$ cat config.mk
export PLATFORM = sky130hd
export DESIGN_NAME = usb_sniffer_burst_ctrl
export DESIGN_NICKNAME = d
export VERILOG_FILES = /design/src/rtl/usb_sniffer_burst_ctrl.sv
export SDC_FILE = /design/constraint.sdc
export NUM_CORES = 1
export LEC_CHECK = 0
export CORE_MARGIN = 1
export CORE_UTILIZATION = 55
export DETAILED_ROUTE_END_ITERATION = 16
export DONT_BUFFER_PORTS = 1
export GPL_TIMING_DRIVEN = 0
export PLACE_DENSITY = 0.78
export SETUP_SLACK_MARGIN = 0.05
export SLEW_MARGIN = 0
export SYNTH_ARGS = -nofsm -noshare
export SYNTH_HDL_FRONTEND = slang
export SYNTH_SLANG_ARGS = --single-unit
$ cat constraint.sdc
create_clock -name clk_i -period 5.4 [get_ports clk_i]
set_clock_uncertainty 0.2 [all_clocks]
set_input_delay 0.54 -clock clk_i [delete_from_list [all_inputs] [get_ports clk_i]]
set_output_delay 0.54 -clock clk_i [all_outputs]
set_load 0.1 [all_outputs]
$ cat src/rtl/usb_sniffer_burst_ctrl.sv
// Burst write scheduler: drains the capture FIFO into a circular/one-shot buffer with aligned AXI4 INCR bursts.
// Optional macro USB_SNIFFER_FLUSH_TIMEOUT_EN flushes partial bursts after TIMEOUT idle cycles.
module usb_sniffer_burst_ctrl #(
  parameter int unsigned BURST_LEN = 16,
  parameter int unsigned LEVEL_W   = 11,
  parameter int unsigned TIMEOUT   = 255
) (
  input  logic               clk_i,
  input  logic               rst_ni,
  input  logic [31:0]        cfg_base_i,
  input  logic [31:0]        cfg_end_i,
  input  logic               cfg_reset_i,
  input  logic               cfg_cont_i,
  input  logic [LEVEL_W-1:0] fifo_level_i,
  input  logic [31:0]        fifo_data_i,
  output logic               fifo_pop_o,
  output logic               axi_awvalid_o,
  input  logic               axi_awready_i,
  output logic [31:0]        axi_awaddr_o,
  output logic [7:0]         axi_awlen_o,
  output logic [1:0]         axi_awburst_o,
  output logic [3:0]         axi_awid_o,
  output logic               axi_wvalid_o,
  input  logic               axi_wready_i,
  output logic [31:0]        axi_wdata_o,
  output logic [3:0]         axi_wstrb_o,
  output logic               axi_wlast_o,
  input  logic               axi_bvalid_i,
  output logic               axi_bready_o,
  input  logic [1:0]         axi_bresp_i,
  output logic [31:0]        status_current_o,
  output logic               status_wrapped_o,
  output logic               status_full_o,
  output logic               status_err_o,
  output logic               busy_o
);

  localparam int unsigned OFF_MASK = BURST_LEN - 1;
  localparam int unsigned CNT_W    = $clog2(TIMEOUT + 2);
`ifdef USB_SNIFFER_FLUSH_TIMEOUT_EN
  localparam bit FLUSH_EN = 1'b1;
`else
  localparam bit FLUSH_EN = 1'b0;
`endif

  localparam logic [1:0] S_IDLE = 2'd0;
  localparam logic [1:0] S_AW   = 2'd1;
  localparam logic [1:0] S_W    = 2'd2;
  localparam logic [1:0] S_B    = 2'd3;

  logic [1:0]       r_state;
  logic [1:0]       w_state_nxt;
  logic [31:0]      r_wr_addr;
  logic [31:0]      r_cur;
  logic [31:0]      r_awaddr;
  logic [7:0]       r_awlen;
  logic [7:0]       r_n;
  logic [7:0]       r_beat;
  logic             r_awvalid;
  logic             r_wvalid;
  logic             r_wlast;
  logic             r_bready;
  logic             r_wrapped;
  logic             r_full;
  logic             r_err;
  logic             r_pend;
  logic             r_cont;
  logic             r_hit_end;
  logic [CNT_W-1:0] r_idle_cnt;

  logic [31:0] w_off;
  logic [31:0] w_room;
  logic [31:0] w_level;
  logic [31:0] w_n;
  logic        w_idle_cond;
  logic        w_flush;
  logic        w_start;
  logic        w_aw_hs;
  logic        w_w_hs;
  logic        w_b_hs;

  // Burst sizing: never cross a BURST_LEN*4 boundary from the current write pointer.
  assign w_off       = (r_wr_addr >> 2) & 32'(OFF_MASK);
  assign w_room      = 32'(BURST_LEN) - w_off;
  assign w_level     = 32'(fifo_level_i);
  assign w_n         = (w_level < w_room) ? w_level : w_room;
  assign w_idle_cond = (w_level != 32'd0) && (w_level < w_room);
  assign w_flush     = FLUSH_EN && (r_idle_cnt >= CNT_W'(TIMEOUT)) && (w_level != 32'd0);
  assign w_start     = (r_state == S_IDLE) && !cfg_reset_i && !r_full && (w_n != 32'd0) &&
                       ((w_level >= w_room) || w_flush);

  assign w_aw_hs = r_awvalid & axi_awready_i;
  assign w_w_hs  = r_wvalid & axi_wready_i;
  assign w_b_hs  = r_bready & axi_bvalid_i;

  always_ff @(posedge clk_i or negedge rst_ni) begin
    if (!rst_ni) r_state <= S_IDLE;
    else         r_state <= w_state_nxt;
  end

  always_comb begin
    w_state_nxt = r_state;
    case (r_state)
      S_IDLE:  if (w_start) w_state_nxt = S_AW;
      S_AW:    if (w_aw_hs) w_state_nxt = S_W;
      S_W:     if (w_w_hs && r_wlast) w_state_nxt = S_B;
      S_B:     if (w_b_hs) w_state_nxt = S_IDLE;
      default: w_state_nxt = S_IDLE;
    endcase
  end

  // Burst datapath, pointers and sticky status.
  always_ff @(posedge clk_i or negedge rst_ni) begin
    if (!rst_ni) begin
      r_wr_addr <= '0;
      r_cur     <= '0;
      r_awaddr  <= '0;
      r_awlen   <= '0;
      r_n       <= '0;
      r_beat    <= '0;
      r_awvalid <= 1'b0;
      r_wvalid  <= 1'b0;
      r_wlast   <= 1'b0;
      r_bready  <= 1'b0;
      r_wrapped <= 1'b0;
      r_full    <= 1'b0;
      r_err     <= 1'b0;
      r_pend    <= 1'b0;
      r_cont    <= 1'b0;
      r_hit_end <= 1'b0;
    end else begin
      case (r_state)
        S_IDLE: begin
          if (cfg_reset_i) begin
            r_wr_addr <= cfg_base_i;
            r_cur     <= cfg_base_i;
            r_wrapped <= 1'b0;
            r_full    <= 1'b0;
            r_err     <= 1'b0;
          end else if (w_start) begin
            r_awvalid <= 1'b1;
            r_awaddr  <= r_wr_addr;
            r_awlen   <= 8'(w_n - 32'd1);
            r_n       <= 8'(w_n);
            r_cont    <= cfg_cont_i;
            r_hit_end <= 1'b0;
          end
        end
        S_AW: begin
          if (cfg_reset_i) r_pend <= 1'b1;
          if (w_aw_hs) begin
            r_awvalid <= 1'b0;
            r_wvalid  <= 1'b1;
            r_wlast   <= (r_n == 8'd1);
            r_beat    <= '0;
          end
        end
        S_W: begin
          if (cfg_reset_i) r_pend <= 1'b1;
          if (w_w_hs) begin
            if (r_wr_addr == cfg_end_i) begin
              r_wr_addr <= cfg_base_i;
              r_hit_end <= 1'b1;
            end else begin
              r_wr_addr <= r_wr_addr + 32'd4;
            end
            if (r_wlast) begin
              r_wvalid <= 1'b0;
              r_wlast  <= 1'b0;
              r_bready <= 1'b1;
            end else begin
              r_beat  <= r_beat + 8'd1;
              r_wlast <= (8'(r_beat + 8'd2) == r_n);
            end
          end
        end
        S_B: begin
          if (w_b_hs) begin
            r_bready <= 1'b0;
            r_pend   <= 1'b0;
            // A reset requested during the burst replaces the status update.
            if (r_pend || cfg_reset_i) begin
              r_wr_addr <= cfg_base_i;
              r_cur     <= cfg_base_i;
              r_wrapped <= 1'b0;
              r_full    <= 1'b0;
              r_err     <= 1'b0;
            end else begin
              r_cur <= r_hit_end ? cfg_base_i : (r_cur + {22'd0, r_n, 2'b00});
              if (r_hit_end && r_cont)  r_wrapped <= 1'b1;
              if (r_hit_end && !r_cont) r_full    <= 1'b1;
              if (axi_bresp_i != 2'b00) r_err     <= 1'b1;
            end
          end else if (cfg_reset_i) begin
            r_pend <= 1'b1;
          end
        end
        default: ;
      endcase
    end
  end

  // Idle counter for partial-burst flushing; held at zero when the feature is off.
  always_ff @(posedge clk_i or negedge rst_ni) begin
    if (!rst_ni) begin
      r_idle_cnt <= '0;
    end else if (FLUSH_EN && (r_state == S_IDLE) && w_idle_cond) begin
      if (r_idle_cnt < CNT_W'(TIMEOUT)) r_idle_cnt <= r_idle_cnt + CNT_W'(1);
    end else begin
      r_idle_cnt <= '0;
    end
  end

  assign fifo_pop_o       = r_wvalid & axi_wready_i;
  assign axi_awvalid_o    = r_awvalid;
  assign axi_awaddr_o     = r_awaddr;
  assign axi_awlen_o      = r_awlen;
  assign axi_awburst_o    = 2'b01;
  assign axi_awid_o       = 4'd0;
  assign axi_wvalid_o     = r_wvalid;
  assign axi_wdata_o      = fifo_data_i;
  assign axi_wstrb_o      = 4'hF;
  assign axi_wlast_o      = r_wlast;
  assign axi_bready_o     = r_bready;
  assign status_current_o = r_cur;
  assign status_wrapped_o = r_wrapped;
  assign status_full_o    = r_full;
  assign status_err_o     = r_err;
  assign busy_o           = (r_state != S_IDLE);

endmodule

# Word-level counts from Yosys, hierarchy flattened
# Index checks and enable logic that the tools add are counted.
# classes
n_addsub,6
order_cmp,2
n_eq_ne,20
mux,57
n_bitwise,4
reduce_logical,36
# ops
op,count
$mux W32,9
$pmux W32 S3,1
$pmux W32 S2,1
$add A32 B10 Y32,1
$add A32 B3 Y32 const B,1
$eq A32 B32 Y1,1
$ge A11 B32 Y1,1
$lt A11 B32 Y1,1
$reduce_and A4 Y1,8
$reduce_bool A32 Y1,1
$mux W1,28
$mux W8,3
$ne A2 B2 Y1 const B,11
$pmux W1 S2,9
$pmux W8 S2,1
$reduce_bool A2 Y1,8
$reduce_and A5 Y1,2
$ne A3 B3 Y1 const B,3
$reduce_and A3 Y1,3
$add A8 B1 Y8 const B,1
$add A8 B2 Y8 const B,1
$eq A8 B1 Y1 const B,1
$eq A8 B8 Y1,1
$mux W2,4
other kinds (13),24
# totals
ff_bits,132
input_bits,116
out_inout_bits,123
wordCells,142

# Longest topological paths before layout
# Gate-level depths: netlist of the first run.
# logic_depth
ltp_word,9
ltp_mapped,20
depth_no_buf,17

# Worst setup path before layout of the first run
# Ideal clock, no wire load.
# synth_timing
kind,reg-to-reg
startpoint,register r_wr_addr[2]
endpoint,"register r_awaddr[0], in the netlist axi_awaddr_o[0]"
t_arrival_ns,4.053
t_required_ns,5.075
path_slack_ns,1.022
stages_incl_launch_ff,20
synth_period_minus_slack_ns,4.378
cell_sequence,dfrtp_1 > clkbuf_1 > inv_1 > ha_1 > nand2b_1 > and2_1 > inv_1 > ha_1 > nand3_1 > or2_1 > o21ai_2 > clkbuf_1 > mux2i_1 > ha_1 > nand2_1 > nor2_1 > or3_1 > buf_2 > buf_6 > mux2_4
# synth_via
elab_chain_cells,7
word_cells_on_any_way,8
cone_classes,add/sub: 1; order compare: 2; mux: 1; reduce/logical: 4
# synth_rtl
item,line_no,rtl
start: declaration,53,logic [31:0] r_wr_addr;
start signal: assignment,135,r_wr_addr <= cfg_base_i;
start signal: assignment,162,r_wr_addr <= cfg_base_i;
start signal: assignment,165,r_wr_addr <= r_wr_addr + 32'd4;
$sub A5 B4 Y6 *,84,assign w_room = 32'(BURST_LEN) - w_off;
$lt A11 B32 Y1,-,
$mux W32,86,assign w_n = (w_level < w_room) ? w_level : w_room;
$reduce_bool A32 Y1,89,assign w_start = (r_state == S_IDLE) && !cfg_reset_i && !r_full && (w_n != 32'd0) &&
$logic_and A1 B1 Y1,89,
$logic_and A1 B1 Y1 *,89,
$reduce_and A3 Y1 (no line) *,-,
end signal: assignment,142,r_awaddr <= r_wr_addr;
end: declaration,55,logic [31:0] r_awaddr;
# Every way passes the cells marked *; elsewhere a longest branch is shown, timed or not.
# A chain may end at the register's enable or synchronous reset.

# Final worst setup path of the first run
# layout_timing
startpoint,register r_wr_addr[3]
endpoint,"register r_awaddr[0], in the netlist axi_awaddr_o[0]"
# Same word-level chain as after synthesis.

==> impl_results.md, run 1 <==
- Die height: roughly 130 um
- Status: finished clean
- CP top delay family: buffers and inverters
- CTS Sinks: between 100 and 150
- Synth Area per Inst: slightly above 9 um^2
- Max-slew headroom: between 10% and 20%
- R2r startpoint: r_wr_addr[3]
- Levels on crit path: 19
- Most common cell in the netlist: dfrtp_1
- Vias in the first global route: 7007
- CTS tree: built
- Synth warn: 0
- Final period utilization: around 94%
- EDFF count, synth: 0
- Drt wl/cell: just over 20 um
- Avg Vias per Cell: 6.22
- Critical Path Start Type: flip-flop
- Setup bufs post-CTS: 0
- Hold Crit Class: input pin to flip-flop
- Core ar.: around 15000 um^2
- Core Util, Final: a little over three fifths
- I/O Buffers: 0
- Initial Util: 56.6%
- Fillcell total: approximately 1.3k
- CP max-delay cell: mux2i_1
- Max Clock Freq: approximately 0.20 GHz
- Hold Path Origin: cfg_base_i[0]
- Worst slew pin tran: about 1300 ps
- DRC violations left: 0
- Area Growth Syn to Fin: 11.1%
- Crit-path cells: clkbuf_1 -> inv_1 -> ha_1 -> nand2b_1 -> and2_1 -> inv_1 -> ha_1 -> nand3_1 -> or2_1 -> o21ai_2 -> clkbuf_2 -> mux2i_1 -> ha_1 -> nand2_1 -> nor2_2 -> or3_1 -> buf_2 -> buf_6 -> mux2_4
- Flop-to-flop setup slack: 330 ps
- Buf/Inv on CP: 6
- ANT nets after route: 0
- CP endpoint kind: flip-flop
- Overall Global Routing Usage: 30.5%
- Worst skew pair latency: roughly 440 ps
- Via Count: ~7.4k
- Post-Syn Area: approximately 8600 um^2
- Num CTS Buffers: 17
- RSZ-0062 raised after global routing: no
- Hold Path Depth: 2
- DRT iter0 DRCs: about 540
- Synth Flop Type: dfrtp_1
- Worst path required time: around 5500 ps
- Worst-path maximum fanout: 10
- Synth area leader: dfrtp_1
- FF+latch area: around 3300 um^2
- Yosys cell types: 66
- Flop and latch count out of synthesis: roughly 130
- Full die area: between 15000 and 20000 um^2
- Die width: 127 um
- Cell mode on critical path: ha_1
- Final net count: ~1.1k
- Synth area leaders: dfrtp_1 38%, mux2_4 5.6%, xor2_1 4.2%
- Max-cap viol count: 0
- WL final: approximately 24000 um
- GR Overflow Total: 0
- Slew Viols, Final: 0
- Mapped Cells: around 940
- Root buffer cell: clkbuf_16
- IO Pins: 239
- Worst r2r path cells: 19
- Share of cells above drive strength 1: roughly 14%
- GPL Wtd Cong: between 0.9 and 1
- Largest net degree at the start of global routing: ~130
- Final Hold Viols: 0
- Final setup TNS: 0 ps
- Ant diodes: 0
- Hold Crit Endpoint: status_current_o[0]
- Period minus WS final: between 5000 and 6000 ps
- Max clock buf depth: 2
- Worst setup path class: flip-flop to flip-flop
- Row cnt: 45
- Worst Path Arrival: 5180 ps
- Dpl hpwl: ~18000 um
- Drt pass-1 iters: 5
- Multi-input gate area: about 4700 um^2
- Initial antenna violation count: 1
- Synth top area share: between 30% and 40%
- Final setup vio count: 0
- H-tree levels: 4
- CP max stage delay: 480 ps
- Async SR Flop Fraction: 100%
- First-pass GRT wire length: 38000 um
- Synth cell count leaders: 132 x dfrtp_1, 80 x nand2_1, 64 x nor2_1
- R2R Path End: axi_awaddr_o[0]
- Seq/Total Area, Yosys: 38.2%
- CTS clk-pin slew, worst paths: roughly 60 ps
per-stage QoR:
stage	setup slack [ps]	hold WS (ps)	area, um^2	instances
global route	93.3	26.4	9590	1190
detailed placement	27.1	49.2	8930	1156
CTS	173	5.81	9590	1190
global placement	179	50.2	8930	1156
finish	332	17.3	9590	1190
floorplan	1020	44.4	8670	945
how the worst max path moves through the flow:
| stage | to | slack (ps) | from |
|---|---|---|---|
| after global placement | axi_awaddr_o[0] | 180 | r_wr_addr[2] |
| after detailed placement | axi_awaddr_o[29] | 30 | r_wr_addr[2] |
| after CTS | axi_awaddr_o[0] | 170 | r_wr_addr[2] |
| after global routing | axi_awaddr_o[0] | 90 | r_wr_addr[3] |
| after floorplan | axi_awaddr_o[0] | 1020 | r_wr_addr[2] |
| final | axi_awaddr_o[0] | 330 | r_wr_addr[3] |
layout make-up:
class / instances / area share (%)
buffer: 95 / 5.86
inverter: 32 / 1.25
clock inverter: 10 / 1.60
sequential: 132 / 34.4
clock buffer: 22 / 4.84
multi-input combinational: 686 / 48.9
tap: 211 / 2.75
timing repair buffer: 2 / 0.391
state kept, by name, summed over array words and instances, names as in the netlist:
| name | count |
|---|---|
| axi_awaddr_o | 32 |
| r_wr_addr | 32 |
| status_current_o | 32 |
| axi_awlen_o | 8 |
| r_beat | 8 |
| r_n | 8 |
| r_state | 2 |
| axi_awvalid_o | 1 |
| axi_bready_o | 1 |
| axi_wlast_o | 1 |
| axi_wvalid_o | 1 |
| r_cont | 1 |
| r_hit_end | 1 |
| r_pend | 1 |
| status_err_o | 1 |
| status_full_o | 1 |
| status_wrapped_o | 1 |
what timing repair did:
item,in CTS,in global routing
hold buffers,2,0
resized for setup,1,3
gates cloned,0,0
pin swaps,0,0
endpoints found under the hold margin,132,0
setup endpoints to repair,18,33
per-layer routing:
metal  vias to the layer above  wire length [um]  global-route usage [%]
met5                         -                12                       0
met4                         2               762                    13.2
met3                        66              2610                    10.2
met2                       408             11100                    48.0
met1                      3523              9800                    38.2
li1                       3405                 -                       -
cells by family after synthesis:
family | after synthesis | share of synthesized area (%)
DFF | 132 | 38.2
adders and majority gates | 25 | 3.71
AOI/OAI and AO/OA | 217 | 16.7
and+or+nand+nor | 317 | 18.5
muxes | 63 | 9.37
buffers and inverters | 127 | 7.86
xor gates and xnor gates | 54 | 5.48
other | 2 | 0.0869
placed cells by master, fill, tap and decap left out, types with 24 or more instances in the layout:
cell      synthesis  routed
nor2_1           64      63
buf_4            42      42
a21oi_1          53      53
mux2_4           32      32
o21ai_0          41      41
ha_1             24      24
nand3_1          28      28
dfrtp_1         132     132
nor3_1           24      24
inv_1            32      32
xor2_1           41      41
and3_1           28      28
clkbuf_1         42      43
nand2_1          80      80
Power of run 1 is not shown: default switching activity piles up to over one toggle a cycle in this logic, so the estimate is an artifact.
==> run 2, diff against run 1 <==
--- a/config.mk
+++ b/config.mk
@@ -5,14 +5,13 @@
 export SDC_FILE = /design/constraint.sdc
 export NUM_CORES = 1
 export LEC_CHECK = 0
-export CORE_MARGIN = 1
+export CORE_MARGIN = 1.5
 export CORE_UTILIZATION = 55
 export DETAILED_ROUTE_END_ITERATION = 16
 export DONT_BUFFER_PORTS = 1
 export GPL_TIMING_DRIVEN = 0
 export PLACE_DENSITY = 0.78
 export SETUP_SLACK_MARGIN = 0.05
-export SLEW_MARGIN = 0
 export SYNTH_ARGS = -nofsm -noshare
 export SYNTH_HDL_FRONTEND = slang
 export SYNTH_SLANG_ARGS = --single-unit
==> run 2 against run 1 <==
- via count unchanged
- register-to-register slack about the same
- sequential cell count did not move
- worst setup slack worse by 11 ps
- sequential share of layout area is 0.29 points higher
- non-clock buffer count unchanged
- count of clock-buffer cells in the layout increased by 1
- die area grew 1.6%
- utilization decreased by 0.52 points
- largest cell class unchanged
- highest routed layer is now met4
==> impl_results.md, run 2 (synthesis results as in run 1) <==
- Met3 Track Usage GR: under 10%
- Die width: about 130 um
- Hold Crit Class: input pin to flip-flop
- Full die area: approximately 16000 um^2
- H-tree levels: 4
- RSZ-0062 raised after global routing: no
- CTS clk-pin slew, worst paths: ~60 ps
- Row cnt: 45
- DRT iter0 DRCs: between 600 and 700
- Flop-to-flop setup slack: around 320 ps
- Ant diodes: 0
- Critical Path Start Type: flip-flop
- Largest net degree at the start of global routing: about 130
- Area Growth Syn to Fin: 10.1%
- Final period utilization: between 90 and 100%
- Drt wl/cell: a little over 20 um
- Vias in the first global route: 7046
- Root buffer cell: clkbuf_16
- Worst-path maximum fanout: 10
- Worst Setup EP: axi_awaddr_o[28]
- R2r startpoint: r_wr_addr[2]
- Max Clock Freq: slightly below 0.2 GHz
- Avg Vias per Cell: between 6 and 7
- Initial Util: 56.6%
- Num CTS Buffers: 17
- Die height: roughly 130 um
- Drt pass-1 iters: 5
- Most common cell after layout, fill and taps aside: dfrtp_1
- Max-cap viol count: 0
- Busiest grt layer: met2
- Met1 Usage GRT: just under 40%
- GPL Wtd Cong: approximately 0.95
- Max-slew headroom: between 10% and 20%
- First-pass GRT wire length: roughly 38000 um
- Most frequent cells in the layout: 132 x dfrtp_1, 80 x nand2_1, 64 x nor2_1
- Slew Viols, Final: 0
- Post-route cell area: about 9500 um^2
- Core Util, Final: between 60% and 70%
- Critical path origin: r_wr_addr[2]
- Final setup TNS: 0 ps
- Placed cell area: 8930 um^2
- Met2 usage: a little under half
- DRC violations left: 0
- WL final: 24200 um
- R2R Path End: axi_awaddr_o[28]
- Worst slew pin tran: ~1300 ps
- I/O Buffers: 0
- Share of cells above drive strength 1: between 10% and 20%
- Via Count: 7404
- Period minus WS final: ~5000 ps
- Worst skew pair latency: ~440 ps
- Worst path required time: ~5500 ps
- Initial antenna violation count: 0
- CTS tree: built
- GR Overflow Total: 0
- Max clock buf depth: 2
- Hold Path Depth: 2
- Worst r2r path cells: 19
- Final net count: roughly 1.1k
- Final Hold Viols: 0
- CP endpoint kind: flip-flop
- Final setup vio count: 0
- Fillcell total: 1302
- ANT nets after route: 0
- Dpl hpwl: about 18000 um
- Setup bufs post-CTS: 0
- CTS Sinks: ~130
- Worst Path Arrival: around 5200 ps
- Core ar.: ~15000 um^2
- Status: finished clean
- Overall Global Routing Usage: between 20 and 30%
- Worst setup path class: flip-flop to flip-flop
- IO Pins: ~240
## run 2: cell type report
type,count,area (um^2),area share [%]
clock inverter,5,52.6,0.552
buffer,95,562,5.91
inverter,32,120,1.26
tap,211,264,2.78
sequential,132,3300,34.7
timing repair buffer,2,37.5,0.395
multi-input combinational,686,4690,49.3
clock buffer,23,488,5.13
## run 2: what timing repair did
action / 4_1_cts / 5_1_grt
resized for setup: 0 / 4
hold buffers: 2 / 0
setup endpoints to repair: 0 / 40
hold endpoints to repair: 132 / 0
## run 2: routing by layer
layer | up-vias | routed length (um)
li1 | 3401 | -
met1 | 3518 | 9920
met2 | 424 | 10900
met3 | 61 | 2730
met4 | 0 | 615
met5 | - | 0
## run 2: worst min-delay path by stage
stage	slack [ps]	startpoint	endpoint
after floorplan	40	rst_ni	axi_awaddr_o[0]
after global placement	50	rst_ni	status_current_o[18]
after detailed placement	50	rst_ni	status_current_o[18]
after CTS	10	cfg_base_i[1]	status_current_o[1]
after global routing	20	cfg_base_i[1]	status_current_o[1]
final	10	cfg_base_i[1]	status_current_o[1]
## run 2: stage by stage
| step | hold WS (ps) | worst slack, ps | instances |
|---|---|---|---|
| floorplan | 44.4 | 1020 | 945 |
| global placement | 49.6 | 170 | 1156 |
| detailed placement | 49.9 | 129 | 1156 |
| CTS | 14.2 | 68.0 | 1186 |
| global route | 16.6 | 57.2 | 1186 |
| finish | 11.4 | 321 | 1186 |
## run 2: worst max-delay path, stage by stage (launching register included)
cell	delay [ps]
dfrtp_1	410
clkbuf_2	220
inv_1	120
ha_1	160
nand2b_1	90
nor2_1	130
inv_1	90
ha_1	180
or4_1	560
a211oi_2	270
o21ai_2	160
clkbuf_2	240
mux2i_1	440
ha_1	350
nand2_1	70
nor2_1	370
or3_1	190
buf_2	180
buf_6	210
mux2_4	320
Power of run 2 is left out for the same reason.
==> run 3, diff against run 2 <==
--- a/config.mk
+++ b/config.mk
@@ -9,9 +9,9 @@
 export CORE_UTILIZATION = 55
 export DETAILED_ROUTE_END_ITERATION = 16
 export DONT_BUFFER_PORTS = 1
-export GPL_TIMING_DRIVEN = 0
 export PLACE_DENSITY = 0.78
 export SETUP_SLACK_MARGIN = 0.05
+export SLEW_MARGIN = 10
 export SYNTH_ARGS = -nofsm -noshare
 export SYNTH_HDL_FRONTEND = slang
 export SYNTH_SLANG_ARGS = --single-unit
==> run 3 against run 2 <==
- largest cell class unchanged
- critical endpoint is now axi_awaddr_o[17]
- register-to-register slack improved by 430 ps
- utilization fell by 2.0 points
- count of clock-buffer cells in the layout fell by 2
==> impl_results.md, run 3 (synthesis results as in run 1) <==
- Status: finished clean
- Critical Path Start Type: flip-flop
- Max clock buf depth: 2
- Max-cap viol count: 0
- Worst skew pair latency: 430 ps
- Most common cell after layout, fill and taps aside: dfrtp_1
- First-pass GRT wire length: 36200 um
- Hold Path Depth: 2
- Die height: roughly 130 um
- Root buffer cell: clkbuf_16
- Full die area: 16500 um^2
- Multi-input gate area: 4710 um^2
- Row cnt: 45
- Final setup vio count: 0
- WL final: 22900 um
- Core Util, Final: between 60% and 70%
- Final Non-Filler Cells: around 1.1k
- Share of cells above drive strength 1: 11.8%
- Worst Path Arrival: 4750 ps
- Worst-path maximum fanout: 40
- DRC violations left: 0
- Final net count: about 1k
- Slew Viols, Final: 0
- Initial antenna violation count: 3
- Fillcell total: approximately 1.3k
- Ant diodes: 0
- CTS tree: built
- DRT iter0 DRCs: around 680
- Num CTS Buffers: 17
- Setup bufs post-CTS: 0
- R2R Path End: axi_awaddr_o[17]
- Vias in the first global route: between 6k and 7k
- Hold Crit Endpoint: status_current_o[1]
- Dpl hpwl: 16200 um
- Drt wl/cell: roughly 20 um
- IO Pins: between 200 and 250
- Hold Path Origin: cfg_base_i[1]
- Placed cell count: around 1.1k
- Die width: between 100 and 150 um
- Area Growth Syn to Fin: 6.62%
- RSZ-0062 raised after global routing: no
- Via Count: 7051
- Max-slew headroom: between 20% and 30%
- CP endpoint kind: flip-flop
- Core ar.: around 15000 um^2
- H-tree levels: 4
- Final period utilization: 86.1%
- CTS Sinks: ~130
- Top layer in use: met5
- Met2 WL post-DR: between 10000 and 15000 um
- Max Clock Freq: about 0.22 GHz
- CTS clk-pin slew, worst paths: 60 ps
- FF+latch area: roughly 3300 um^2
- Flop-to-flop setup slack: roughly 750 ps
- Final setup TNS: 0 ps
- Final Hold Viols: 0
- ANT nets after route: 0
- Worst path required time: approximately 5500 ps
- Overall Global Routing Usage: 28.4%
- Most frequent cells in the layout: 132 x dfrtp_1, 80 x nand2_1, 63 x nor2_1
- I/O Buffers: 0
- Avg Vias per Cell: roughly 6.3
- R2r startpoint: r_wr_addr[2]
- Period minus WS final: ~4600 ps
- Largest net degree at the start of global routing: about 130
- GPL Wtd Cong: ~0.85
- Hold Crit Class: input pin to flip-flop
- Worst r2r path cells: 18
- GR Overflow Total: 0
- Drt pass-1 iters: 8
- Met3 wire length: 2370 um
- Initial Util: between 50 and 60%
- Met1 wire length: a little under 10000 um
- Worst setup path class: flip-flop to flip-flop
- Worst slew pin tran: approximately 1100 ps
run 3: cell count changes in the layout (fill, tap and decap cells not counted), sizes merged:
cell / delta
clkbuf: -44
buf: -37
inv: +1
bufinv: +3
clkinv: +2
run 3: final cells by class:
| cell class | count | share of cell area, % |
|---|---|---|
| Clock buffer | 21 | 5.11 |
| Tap cell | 211 | 2.87 |
| Sequential cell | 132 | 35.9 |
| Timing Repair Buffer | 18 | 1.85 |
| Multi-Input combinational cell | 686 | 51.1 |
| Inverter | 32 | 1.30 |
| Clock inverter | 11 | 1.87 |
run 3: how the worst max path moves through the flow:
| stage | endpoint | cells past startpoint | start | slack [ps] |
|---|---|---|---|---|
| 2_1_floorplan | axi_awaddr_o[0] | 19 | r_wr_addr[2] | 1020 |
| 3_3_place_gp | axi_awaddr_o[0] | 18 | r_wr_addr[2] | 1050 |
| 3_5_place_dp | axi_awaddr_o[22] | 17 | r_wr_addr[2] | 850 |
| 4_1_cts | axi_awaddr_o[17] | 18 | r_wr_addr[2] | 820 |
| 5_1_grt | axi_awaddr_o[28] | 18 | r_wr_addr[2] | 480 |
| 6_report | axi_awaddr_o[17] | 18 | r_wr_addr[2] | 750 |
run 3: worst max-delay path, cell delays in order (launching register included):
cell and delay (ps):
dfrtp_1 330, buf_4 190, inv_1 80, ha_1 210
nand2b_1 110, and2_1 180, inv_1 70, ha_1 270
nand3_1 70, or2_1 240, o21ai_2 580, nor2_1 100
a21oi_1 280, ha_1 320, nand2_1 70, nor2_1 350
or3_2 230, buf_12 260, mux2_4 340
run 3: stage by stage:
step	worst slack [ps]	area (um^2)	hold slack, ps
final	752	9210	10.9
after global routing	477	9210	22.1
after CTS	816	9210	4.75
after detailed placement	846	8530	47.2
after global placement	1050	8530	47.2
after floorplan	1020	8670	44.4
run 3: per-layer routing:
metal | vias to the layer above | track usage, %
li1 | 3253 | -
met2 | 320 | 42.7
met5 | - | 0
met3 | 68 | 10.8
met4 | 6 | 11.8
met1 | 3404 | 36.7
run 3: repair_timing:
item / in CTS / in global routing
gates resized for setup: 0 / 0
hold buffers: 2 / 0
hold endpoints to repair: 132 / 0
Power of run 3 is left out for the same reason.
